<file path="src/rtl/address_sequencer_pkg.sv">
// Shared encodings for the control-store address sequencer:
// next-address mode codes and the sequencer FSM state.
package address_sequencer_pkg;

   typedef enum logic [2:0] {
      MODE_INC  = 3'b000,
      MODE_JUMP = 3'b001,
      MODE_BRT  = 3'b010,
      MODE_BRF  = 3'b011,
      MODE_CALL = 3'b100,
      MODE_RET  = 3'b101,
      MODE_HOLD = 3'b110,
      MODE_RSVD = 3'b111
   } mode_e;

   typedef enum logic {
      ST_RUN     = 1'b0,
      ST_TRAPPED = 1'b1
   } state_e;

endpackage

</file>
<file path="src/rtl/address_sequencer_stack.sv">
// Return-address LIFO for the sequencer. Only the stack pointer is reset;
// entry contents are don't-care until written. Read is combinational from
// entry[SP-1] so a return can use the popped value in the same cycle.
// Callers must not push when full or pop when empty.
module address_sequencer_stack #(
   parameter int unsigned WIDTH = 11,
   parameter int unsigned DEPTH = 4,
   localparam int unsigned SP_W = $clog2(DEPTH + 1)
) (
   input  logic             clk_i,
   input  logic             rst_i,
   input  logic             push_i,
   input  logic             pop_i,
   input  logic [WIDTH-1:0] din_i,
   output logic [WIDTH-1:0] dout_o,
   output logic [SP_W-1:0]  sp_o,
   output logic             full_o,
   output logic             empty_o
);

   logic [SP_W-1:0]  sp_q;
   logic [SP_W-1:0]  sp_d;
   logic [WIDTH-1:0] entry_q [DEPTH];

   assign full_o  = (sp_q == SP_W'(DEPTH));
   assign empty_o = (sp_q == '0);
   assign sp_o    = sp_q;

   // Occupancy update: push grows, pop shrinks, guarded against over/underrun.
   always_comb begin
      sp_d = sp_q;
      if (push_i && !full_o) begin
         sp_d = sp_q + SP_W'(1);
      end else if (pop_i && !empty_o) begin
         sp_d = sp_q - SP_W'(1);
      end
   end

   // Stack pointer register, cleared asynchronously.
   always_ff @(posedge clk_i or posedge rst_i) begin
      if (rst_i) begin
         sp_q <= '0;
      end else begin
         sp_q <= sp_d;
      end
   end

   // Entry storage: a push writes the slot currently addressed by SP.
   always_ff @(posedge clk_i) begin
      for (int i = 0; i < int'(DEPTH); i++) begin
         if (push_i && !full_o && (sp_q == SP_W'(i))) begin
            entry_q[i] <= din_i;
         end
      end
   end

   // Top-of-stack read mux (entry[SP-1]); zero when empty.
   always_comb begin
      dout_o = '0;
      for (int i = 0; i < int'(DEPTH); i++) begin
         if (sp_q == SP_W'(i + 1)) begin
            dout_o = entry_q[i];
         end
      end
   end

endmodule

</file>
<file path="src/rtl/address_sequencer.sv">
// Control-store address sequencer: selects the next microinstruction address
// (increment, jump, conditional branch, call, return, hold) and registers it.
// Stack overflow/underflow sets a sticky error flag. Build option
// ADDRESS_SEQUENCER_TRAP_EN sends over/underflow to TRAP_ADDR and locks the
// sequencer there until reset; without it, an overflowing CALL degrades to a
// JUMP and an underflowing RET degrades to an INC.
module address_sequencer
   import address_sequencer_pkg::*;
#(
   parameter int unsigned                CSAI_DATAWIDTH = 11,
   parameter int unsigned                STACK_DEPTH    = 4,
   parameter logic [CSAI_DATAWIDTH-1:0]  RESET_ADDR     = '0,
   parameter logic [CSAI_DATAWIDTH-1:0]  TRAP_ADDR      = '1,
   localparam int unsigned               SP_W           = $clog2(STACK_DEPTH + 1)
) (
   input  logic                      ADDRESS_SEQUENCER_CLOCK_50,
   input  logic                      ADDRESS_SEQUENCER_RESET_InHigh,
   input  logic                      ADDRESS_SEQUENCER_ACK,
   input  logic [2:0]                ADDRESS_SEQUENCER_MODE_InBus,
   input  logic                      ADDRESS_SEQUENCER_COND,
   input  logic [CSAI_DATAWIDTH-1:0] ADDRESS_SEQUENCER_TARGET_InBus,
   output logic [CSAI_DATAWIDTH-1:0] ADDRESS_SEQUENCER_CSAI_OutBus,
   output logic [SP_W-1:0]           ADDRESS_SEQUENCER_SP_OutBus,
   output logic                      ADDRESS_SEQUENCER_STACK_FULL,
   output logic                      ADDRESS_SEQUENCER_STACK_EMPTY,
   output logic                      ADDRESS_SEQUENCER_ERROR
);

   localparam logic [CSAI_DATAWIDTH-1:0] ADDR_ONE = {{(CSAI_DATAWIDTH-1){1'b0}}, 1'b1};

   logic [CSAI_DATAWIDTH-1:0] addr_q;
   logic [CSAI_DATAWIDTH-1:0] addr_d;
   logic [CSAI_DATAWIDTH-1:0] addr_inc;
   state_e                    state_q;
   state_e                    state_d;
   logic                      err_q;
   logic                      err_d;
   logic                      stk_push;
   logic                      stk_pop;
   logic [CSAI_DATAWIDTH-1:0] stk_dout;
   logic                      stk_full;
   logic                      stk_empty;

   assign addr_inc = addr_q + ADDR_ONE;

   address_sequencer_stack #(
      .WIDTH (CSAI_DATAWIDTH),
      .DEPTH (STACK_DEPTH)
   ) u_stack (
      .clk_i   (ADDRESS_SEQUENCER_CLOCK_50),
      .rst_i   (ADDRESS_SEQUENCER_RESET_InHigh),
      .push_i  (stk_push),
      .pop_i   (stk_pop),
      .din_i   (addr_inc),
      .dout_o  (stk_dout),
      .sp_o    (ADDRESS_SEQUENCER_SP_OutBus),
      .full_o  (stk_full),
      .empty_o (stk_empty)
   );

   // Next-address mux, stack requests, FSM transition and error capture.
   always_comb begin
      addr_d   = addr_q;
      state_d  = state_q;
      err_d    = err_q;
      stk_push = 1'b0;
      stk_pop  = 1'b0;
      if (ADDRESS_SEQUENCER_ACK) begin
         if (state_q == ST_TRAPPED) begin
            addr_d = TRAP_ADDR;
         end else begin
            case (ADDRESS_SEQUENCER_MODE_InBus)
               MODE_INC:  addr_d = addr_inc;
               MODE_JUMP: addr_d = ADDRESS_SEQUENCER_TARGET_InBus;
               MODE_BRT:  addr_d = ADDRESS_SEQUENCER_COND ? ADDRESS_SEQUENCER_TARGET_InBus : addr_inc;
               MODE_BRF:  addr_d = ADDRESS_SEQUENCER_COND ? addr_inc : ADDRESS_SEQUENCER_TARGET_InBus;
               MODE_CALL: begin
                  if (stk_full) begin
                     err_d = 1'b1;
`ifdef ADDRESS_SEQUENCER_TRAP_EN
                     addr_d  = TRAP_ADDR;
                     state_d = ST_TRAPPED;
`else
                     addr_d = ADDRESS_SEQUENCER_TARGET_InBus;
`endif
                  end else begin
                     stk_push = 1'b1;
                     addr_d   = ADDRESS_SEQUENCER_TARGET_InBus;
                  end
               end
               MODE_RET: begin
                  if (stk_empty) begin
                     err_d = 1'b1;
`ifdef ADDRESS_SEQUENCER_TRAP_EN
                     addr_d  = TRAP_ADDR;
                     state_d = ST_TRAPPED;
`else
                     addr_d = addr_inc;
`endif
                  end else begin
                     stk_pop = 1'b1;
                     addr_d  = stk_dout;
                  end
               end
               MODE_HOLD: addr_d = addr_q;
               default:   addr_d = addr_inc;
            endcase
         end
      end
   end

   // Address, FSM state and sticky error registers; async clear wins over any pending update.
   always_ff @(posedge ADDRESS_SEQUENCER_CLOCK_50 or posedge ADDRESS_SEQUENCER_RESET_InHigh) begin
      if (ADDRESS_SEQUENCER_RESET_InHigh) begin
         addr_q  <= RESET_ADDR;
         state_q <= ST_RUN;
         err_q   <= 1'b0;
      end else begin
         addr_q  <= addr_d;
         state_q <= state_d;
         err_q   <= err_d;
      end
   end

   assign ADDRESS_SEQUENCER_CSAI_OutBus = addr_q;
   assign ADDRESS_SEQUENCER_STACK_FULL  = stk_full;
   assign ADDRESS_SEQUENCER_STACK_EMPTY = stk_empty;
   assign ADDRESS_SEQUENCER_ERROR       = err_q;

endmodule

</file>
<file path="config.mk">
export PLATFORM = sky130hd
export DESIGN_NAME = address_sequencer
export DESIGN_NICKNAME = d
export VERILOG_FILES = /design/src/rtl/address_sequencer_pkg.sv /design/src/rtl/address_sequencer_stack.sv /design/src/rtl/address_sequencer.sv
export SDC_FILE = /design/constraint.sdc
export NUM_CORES = 1
export LEC_CHECK = 0
export BUFFER_PORTS_ARGS = -buffer_cell sky130_fd_sc_hd__buf_2
export CAP_MARGIN = 20
export CORE_ASPECT_RATIO = 1.1
export CORE_MARGIN = 3
export CORE_UTILIZATION = 51
export DETAILED_ROUTE_END_ITERATION = 6
export PLACE_DENSITY_LB_ADDON = 0.15
export SKIP_LAST_GASP = 1
export SLEW_MARGIN = 0
export SYNTH_ARGS = -nofsm -noshare
export SYNTH_HDL_FRONTEND = slang
export SYNTH_SLANG_ARGS = --single-unit
</file>
<file path="constraint.sdc">
create_clock -name ADDRESS_SEQUENCER_CLOCK_50 -period 2.7 [get_ports ADDRESS_SEQUENCER_CLOCK_50]
set_input_delay 0.135 -clock ADDRESS_SEQUENCER_CLOCK_50 [delete_from_list [all_inputs] [get_ports ADDRESS_SEQUENCER_CLOCK_50]]
set_output_delay 0.135 -clock ADDRESS_SEQUENCER_CLOCK_50 [all_outputs]
set_load 0.01 [all_outputs]
</file>
Yosys cells after proc, flatten, opt, wreduce, memory -nomap -nowiden
Memories as Yosys holds them, arrays and structs flattened.
Cells that the tools add are included.
Word-level totals
  register bits: 15
  latch bits: 0
  bits in writable memories: 44
  memory bits (read-only): 0
  input bits: 18
  output and inout port bits: 17
  memories kept: 1
Memories
  u_stack.entry_q: words 4, width 11, read ports 4, clocked after Yosys merged registers in 0, write ports 1, RTL line address_sequencer_stack.sv:23  | logic [WIDTH-1:0] entry_q [DEPTH];
Cells by class
  add/subtract/negate cells: 3
  $mul: 0
  div/mod/pow operators: 0
  magnitude comparators: 0
  equality and inequality tests: 12
  shift-type cells: 0
  muxes and demuxes: 36
  bitwise logic cells: 1
  reduce and logical (&&, ||, !) cells: 17
Operators by type and width (count)
  11-bit two-way mux: 10
  11-bit one-hot mux with 5 select lines: 1
  11-bit OR reduction: 3
  1-bit two-way mux: 19
  3-bit by 2-bit equality test with 1-bit output, second input constant: 4
  3-bit equality test, second input constant: 4
  11-bit by 1-bit adder with 11-bit output, second input constant: 1
  3-bit by 1-bit equality test with 1-bit output, second input constant: 2
  1-bit logical AND: 6
  2-bit two-way mux: 3
  3-bit two-way mux: 2
  2-bit by 1-bit != test with 1-bit output, second input constant: 2
  4-bit AND reduction: 1
  2-bit nonzero test: 2
  3-bit by 1-bit adder with 3-bit output, second input constant: 1
  3-bit logical NOT: 1
  3-bit by 1-bit subtractor with 3-bit output, second input constant: 1
  1-bit logical NOT: 2
  1-bit one-hot mux with 2 select lines: 1
  2-bit AND reduction: 1
  2-bit OR reduction: 1
  1-bit NOT: 1

Depth between registers and ports, before layout
  depth after elaboration: 12
  depth in mapped cells: 9
  mapped depth without buffers: 8

Cells and area by module
From an unflattened synthesis, not the netlist that was laid out.
Unflattened totals
  cells, all modules: 255
  area total of the unflattened synthesis: 3035.4 µm²
Modules (own cells, without submodules)
  address_sequencer_stack: instances 1, cells an instance 137, area an instance 2000.7 µm², seq. area each 1396.3 µm²
  address_sequencer: instances 1, cells an instance 118, area an instance 1034.7 µm², seq. area each 300.3 µm²

Least setup slack after synthesis
No wires, ideal clock.
  path type: register to register
  start point: register u_stack.sp_q[0] (netlist: u_stack.sp_o[0])
  end point: memory u_stack.entry_q[1][0] (enable)
  library setup time: 396 ps
  arrival: 2543 ps
  data required time: 2304 ps
  slack: -239 ps
  stages on the path, launching flop included: 9
  path buffers: 1
  period minus slack after synthesis: 2939 ps
  cell sequence: dfrtp_1 inv_1 ha_1 buf_2 nand2_1 inv_1 nor3b_2 nand2_1 nor3b_1
On the way
  cells in the longest elaborated chain, start to end: 12
  elaborated cells on any way between the ends: 31
  classes of those cells: eq/ne (4); mux (17); reduce/logical (10)
Ends and longest elaborated chain
  start, declared: RTL line address_sequencer_stack.sv:21  | logic [SP_W-1:0] sp_q;
  start signal, assigned: RTL line address_sequencer_stack.sv:44  | sp_q <= sp_d;
  3-bit equality test *: RTL line address_sequencer_stack.sv:25  | assign full_o = (sp_q == SP_W'(DEPTH));
  net ADDRESS_SEQUENCER_STACK_FULL: RTL line address_sequencer.sv:24  | output logic ADDRESS_SEQUENCER_STACK_FULL,
  1-bit two-way mux: RTL line address_sequencer.sv:78  | if (stk_full) begin
  1-bit two-way mux: RTL line address_sequencer.sv:72  | case (ADDRESS_SEQUENCER_MODE_InBus)
  1-bit two-way mux: RTL line address_sequencer.sv:68  | if (ADDRESS_SEQUENCER_ACK) begin
  1-bit logical AND *: RTL line address_sequencer_stack.sv:51  | if (push_i && !full_o && (sp_q == SP_W'(i))) begin
  1-bit logical AND: RTL line address_sequencer_stack.sv:51
  1-bit two-way mux: RTL line address_sequencer_stack.sv:51
  1-bit two-way mux (implied by the code): RTL line address_sequencer_stack.sv:52  | entry_q[i] <= din_i;
  11-bit OR reduction (no line)
  2-bit two-way mux (no line) / 1-bit two-way mux (equally long branches) (3 in series)
  end, declared: RTL line address_sequencer_stack.sv:23
The timed path passes the listed nets; every way through them passes the cells marked *.

Worst setup path after layout
  start point: register u_stack.sp_q[1] (netlist: u_stack.sp_o[1])
  end point: memory u_stack.entry_q[2][5] (enable)
On the way
  cells in the longest elaborated chain, start to end: 12
  elaborated cells on any way between the ends: 31
  classes of those cells: eq/ne (4); mux (17); reduce/logical (10)
Ends and longest elaborated chain (RTL line)
  3-bit equality test: address_sequencer_stack.sv:25
  1-bit two-way mux: address_sequencer.sv:78
  1-bit two-way mux: address_sequencer.sv:72
  1-bit two-way mux: address_sequencer.sv:68
  1-bit logical AND (2 in series): address_sequencer_stack.sv:51
  1-bit two-way mux: address_sequencer_stack.sv:51
  1-bit two-way mux (implied by the code): address_sequencer_stack.sv:52
  11-bit OR reduction (no line)
  2-bit two-way mux (no line) / 1-bit two-way mux (equally long branches) (3 in series)
Several ways; a longest one is shown, not always the timed one.

==> results.md <==
Outcome
• complete, no violations — run status

Clock tree
• 0 — Setup Fix Bufs, Post-CTS
• 2 — maximum number of buffers from clock root to sink
• 0.06 ns — Worst-path clk slew
• 59 — clock sink total
• done — clock tree from TritonCTS
• sky130_fd_sc_hd__clkbuf_8 — root cell of the clock tree
• 0 — cts repair resizes
• 0.34 ns — clock insertion delay at the later pin of the skew report
• 3 — H-tree depth
• 9 — number of buffers inserted during clock tree synthesis

Drt
• 0 — residual DRC count
• 2620 — via count
• 8.25 mm — wire length reported by the detailed router
• 6.42 — number of vias per cell
• 20.2 um — Routed WL per cell
• 301 — detailed router's first-iteration violation count
• 0 — post-detailed-route count of antenna-violating nets
• 5 — count of TritonRoute iterations in the first routing pass

Logic synthesis
• 60 — Netlist cell types
• 44 — number of flops mapped to enable cells by yosys
• 3190 um^2 — Netlist Area Pre-Place
• sky130_fd_sc_hd__edfxtp_1 — main flop type after synthesis
• 0 — total number of yosys warnings
• 11.1 um^2 — mean post-synth cell area
• 0.532 — sequential element share of the synthesized area
• 287 — post-synthesis instance total
• 312 — total nets after synthesis
• 59 — total of flip-flops plus latches after synthesis
• 0.254 — fraction of synthesis flops using an asynchronous set or reset pin

Floorplan
• 29 — total number of placement rows
• 81.4 um — horizontal die dimension
• 7230 um^2 — DIE AREA
• 0.539 — Starting Density
• 88.9 um — die height
• 35 — top-level I/O count
• 5910 um^2 — Placeable Area

Global route
• 0.373 — met2 demand-to-capacity share in global routing
• 0 — global-route congestion overflow total
• met2 — routing layer with the top usage in global route
• 0.243 — gr usage total
• 0.332 — met1 track demand over resource in global routing
• 0.0675 — met3 Track Usage GR
• 0 — initial antenna violation count
• 12.8 mm — first-pass GRT wire length
• 26 — pin count of the biggest net entering global routing
• 2408 — number of global-route vias before repair

Setup path
• 0.45 ns — maximum cell stage delay along the critical path
• 12 — critical path peak fanout
• sky130_fd_sc_hd__dfrtp_1 — slowest cell on the critical path
• flop — sort of element at the start of the critical path
• 2.50 ns — Arr. time, crit path
• 0.24 ns — worst reg2reg setup slack
• inv_1 -> ha_1 -> nand2_1 -> inv_1 -> nor3b_2 -> nand2_1 -> nor3b_1 -> buf_4 — Cell Chain, Critical Path
• flop — type of element capturing the critical path
• reg -> reg — Critical Setup Path Class
• 2.74 ns — required time worst endpoint

Timing
• false — setup repair after global routing missed its margin
• 0 — number of pins with negative max-slew slack in the final report
• 0.911 — Period Utilization, post-route
• 407 MHz — Peak Freq
• 0.548 — Slew HR
• 0 ns — summed negative setup slack over all endpoints
• 0.671 ns — Tightest Pin Transition
• 0 — Setup Viol. Count Final
• 2.46 ns — post-layout min period
• 0.00577 ns — post-route clock skew
• 0 — hold violation count in the final report

Finish
• 497 — number of inserted filler cells in the final layout
• 351 — # nets final
• 3670 um^2 — final instance area
• sky130_fd_sc_hd__edfxtp_1, sky130_fd_sc_hd__buf_2, sky130_fd_sc_hd__a21oi_1, sky130_fd_sc_hd__o21ai_0, sky130_fd_sc_hd__nand2_1 — commonest non-fill, non-tap cells in the layout
• 1350 um^2 — multi-input logic area
• 0.621 — Final Core Density
• sky130_fd_sc_hd__edfxtp_1 — most common cell after layout, fill and taps aside
• 0.211 — fraction of layout instances using a drive strength above 1
• 408 — post-route insts no fill
• 0 — final antenna diode count
• 1700 um^2 — sequential cell area
• 15.2% — area growth from synthesis to layout

Power
• 918 nW/um^2 — power density of the placed cells
• 0.374 — fraction of power spent switching nets
• 0.374 — portion of total power attributed to sequential cells
• 0.556 mV — peak ir drop on the vdd network
• 1.26 mW — Net Sw Power
• 0.384 — relative contribution of combinational cells to total power
• 0.243 — clock share of power
• 2.11 mW — Int Power
• 1.40 nW — leakage dissipation

Placed design
• 5.96 mm — HPWL after DPL
• 391 — placed cell count
• 34 — IO buf count
• 0.868 — final estimated routing congestion in global placement
• 3460 um^2 — instance area at placement

Hold path
• in -> reg — min-delay worst type

Run
• 0 — Max Cap Viol

[flip-flops by register name (all words and copies together), names as in the netlist]
name,flops
ADDRESS_SEQUENCER_CSAI_OutBus,11
u_stack.entry_q,44
ADDRESS_SEQUENCER_ERROR,1
u_stack.sp_o,3
[what timing repair did]
item	CTS	global route
hold buffers	1	0
endpoints found under the setup margin	0	0
endpoints found under the hold margin	15	0
[logic make-up after synthesis]
group           synth area share
compound gates             0.228
simple gates               0.125
flops                      0.532
buf+inv                   0.0452
xor+xnor                  0.0330
fa+ha+maj                 0.0306
mux                      0.00628
[stage by stage]
step           power [mW]  setup WS [ns]  hold slack [ns]
2_1_floorplan        2.09         -0.239           0.0365
3_3_place_gp         2.52          0.396            0.233
3_5_place_dp         2.55          0.277            0.252
4_1_cts              3.38          0.251            0.124
5_1_grt              3.56         0.0123            0.137
6_report             3.37          0.241            0.141
[metal layers]
metal,wire (um),vias to the layer above
li1,-,1195
met1,3550,1282
met2,3920,124
met3,604,19
met4,177,0
met5,0,-
[critical path, delay by kind of cell (launching register included)]
family	cells	cell delay, ns
simple gates	4	0.90
fa+ha+maj	1	0.36
buf+inv	3	0.45
flops	1	0.45
[layout make-up]
cell class	count	area share
timing repair buffer	48	0.0757
clock buffer	12	0.0423
inverter	13	0.0133
sequential	59	0.462
clock inverter	4	0.0136
multi-input combinational	195	0.367
tap	77	0.0262
[final timing paths]
| kind | start | to | depth (start not counted) |
|---|---|---|---|
| min | ADDRESS_SEQUENCER_TARGET_InBus[4] | ADDRESS_SEQUENCER_CSAI_OutBus[4]$_DFFE_PP0P_ | 3 |
| max | u_stack.sp_o[1]$_DFFE_PP0P_ | u_stack.entry_q[2][5]$_DFFE_PP_ | 8 |
| max in group asynchronous | ADDRESS_SEQUENCER_RESET_InHigh | ADDRESS_SEQUENCER_CSAI_OutBus[1]$_DFFE_PP0P_ | 3 |
| min reg2reg | ADDRESS_SEQUENCER_ERROR$_DFFE_PP0P_ | ADDRESS_SEQUENCER_ERROR$_DFFE_PP0P_ | 1 |
| min in group asynchronous | ADDRESS_SEQUENCER_RESET_InHigh | ADDRESS_SEQUENCER_CSAI_OutBus[7]$_DFFE_PP0P_ | 3 |
| max reg2reg | u_stack.sp_o[1]$_DFFE_PP0P_ | u_stack.entry_q[2][5]$_DFFE_PP_ | 8 |
[synthesized netlist by cell type (2+ instances only)]
library cell | instances | share of area
sky130_fd_sc_hd__inv_2 | 2 | 0.0024
sky130_fd_sc_hd__o21bai_1 | 2 | 0.0047
sky130_fd_sc_hd__dfrtp_1 | 15 | 0.12
sky130_fd_sc_hd__edfxtp_1 | 44 | 0.41
sky130_fd_sc_hd__nor4_1 | 2 | 0.0039
sky130_fd_sc_hd__a21o_1 | 2 | 0.0047
sky130_fd_sc_hd__mux2i_1 | 2 | 0.0063
sky130_fd_sc_hd__nand4_1 | 2 | 0.0039
sky130_fd_sc_hd__nand2_1 | 17 | 0.020
sky130_fd_sc_hd__a2bb2oi_1 | 2 | 0.0055
sky130_fd_sc_hd__and3_1 | 3 | 0.0059
sky130_fd_sc_hd__clkbuf_1 | 6 | 0.0071
sky130_fd_sc_hd__inv_1 | 11 | 0.013
sky130_fd_sc_hd__o211ai_1 | 3 | 0.0071
sky130_fd_sc_hd__a22o_1 | 8 | 0.022
sky130_fd_sc_hd__o221a_2 | 2 | 0.0071
sky130_fd_sc_hd__nor3_1 | 2 | 0.0031
sky130_fd_sc_hd__o32a_1 | 3 | 0.0094
sky130_fd_sc_hd__xor2_1 | 5 | 0.014
sky130_fd_sc_hd__a41oi_1 | 2 | 0.0055
sky130_fd_sc_hd__nand3b_1 | 3 | 0.0071
sky130_fd_sc_hd__nor2_1 | 15 | 0.018
sky130_fd_sc_hd__nor2b_1 | 3 | 0.0059
sky130_fd_sc_hd__o21a_1 | 2 | 0.0047
sky130_fd_sc_hd__a211o_1 | 3 | 0.0082
sky130_fd_sc_hd__xnor2_1 | 7 | 0.019
sky130_fd_sc_hd__ha_1 | 7 | 0.027
sky130_fd_sc_hd__nand2b_1 | 2 | 0.0039
sky130_fd_sc_hd__nand3_1 | 13 | 0.020
sky130_fd_sc_hd__a21oi_1 | 18 | 0.028
sky130_fd_sc_hd__a221o_1 | 2 | 0.0063
sky130_fd_sc_hd__o21ai_0 | 18 | 0.028
sky130_fd_sc_hd__o21ai_1 | 2 | 0.0031
sky130_fd_sc_hd__buf_2 | 12 | 0.019
sky130_fd_sc_hd__a221oi_1 | 11 | 0.030
sky130_fd_sc_hd__a211oi_1 | 5 | 0.012
sky130_fd_sc_hd__nor3b_1 | 2 | 0.0047
sky130_fd_sc_hd__o221ai_1 | 2 | 0.0055
sky130_fd_sc_hd__a31oi_1 | 4 | 0.0079
[power by group through the flow]
stage	combinational (mW)	sequential [mW]	clock, mW
final	1.29	1.26	0.818
after global routing	1.42	1.27	0.873
after CTS	1.29	1.25	0.835
after detailed placement	1.28	1.27	0
after global placement	1.26	1.27	0
after floorplan	0.817	1.27	0
No activity file was read; power rests on OpenSTA's default activity.
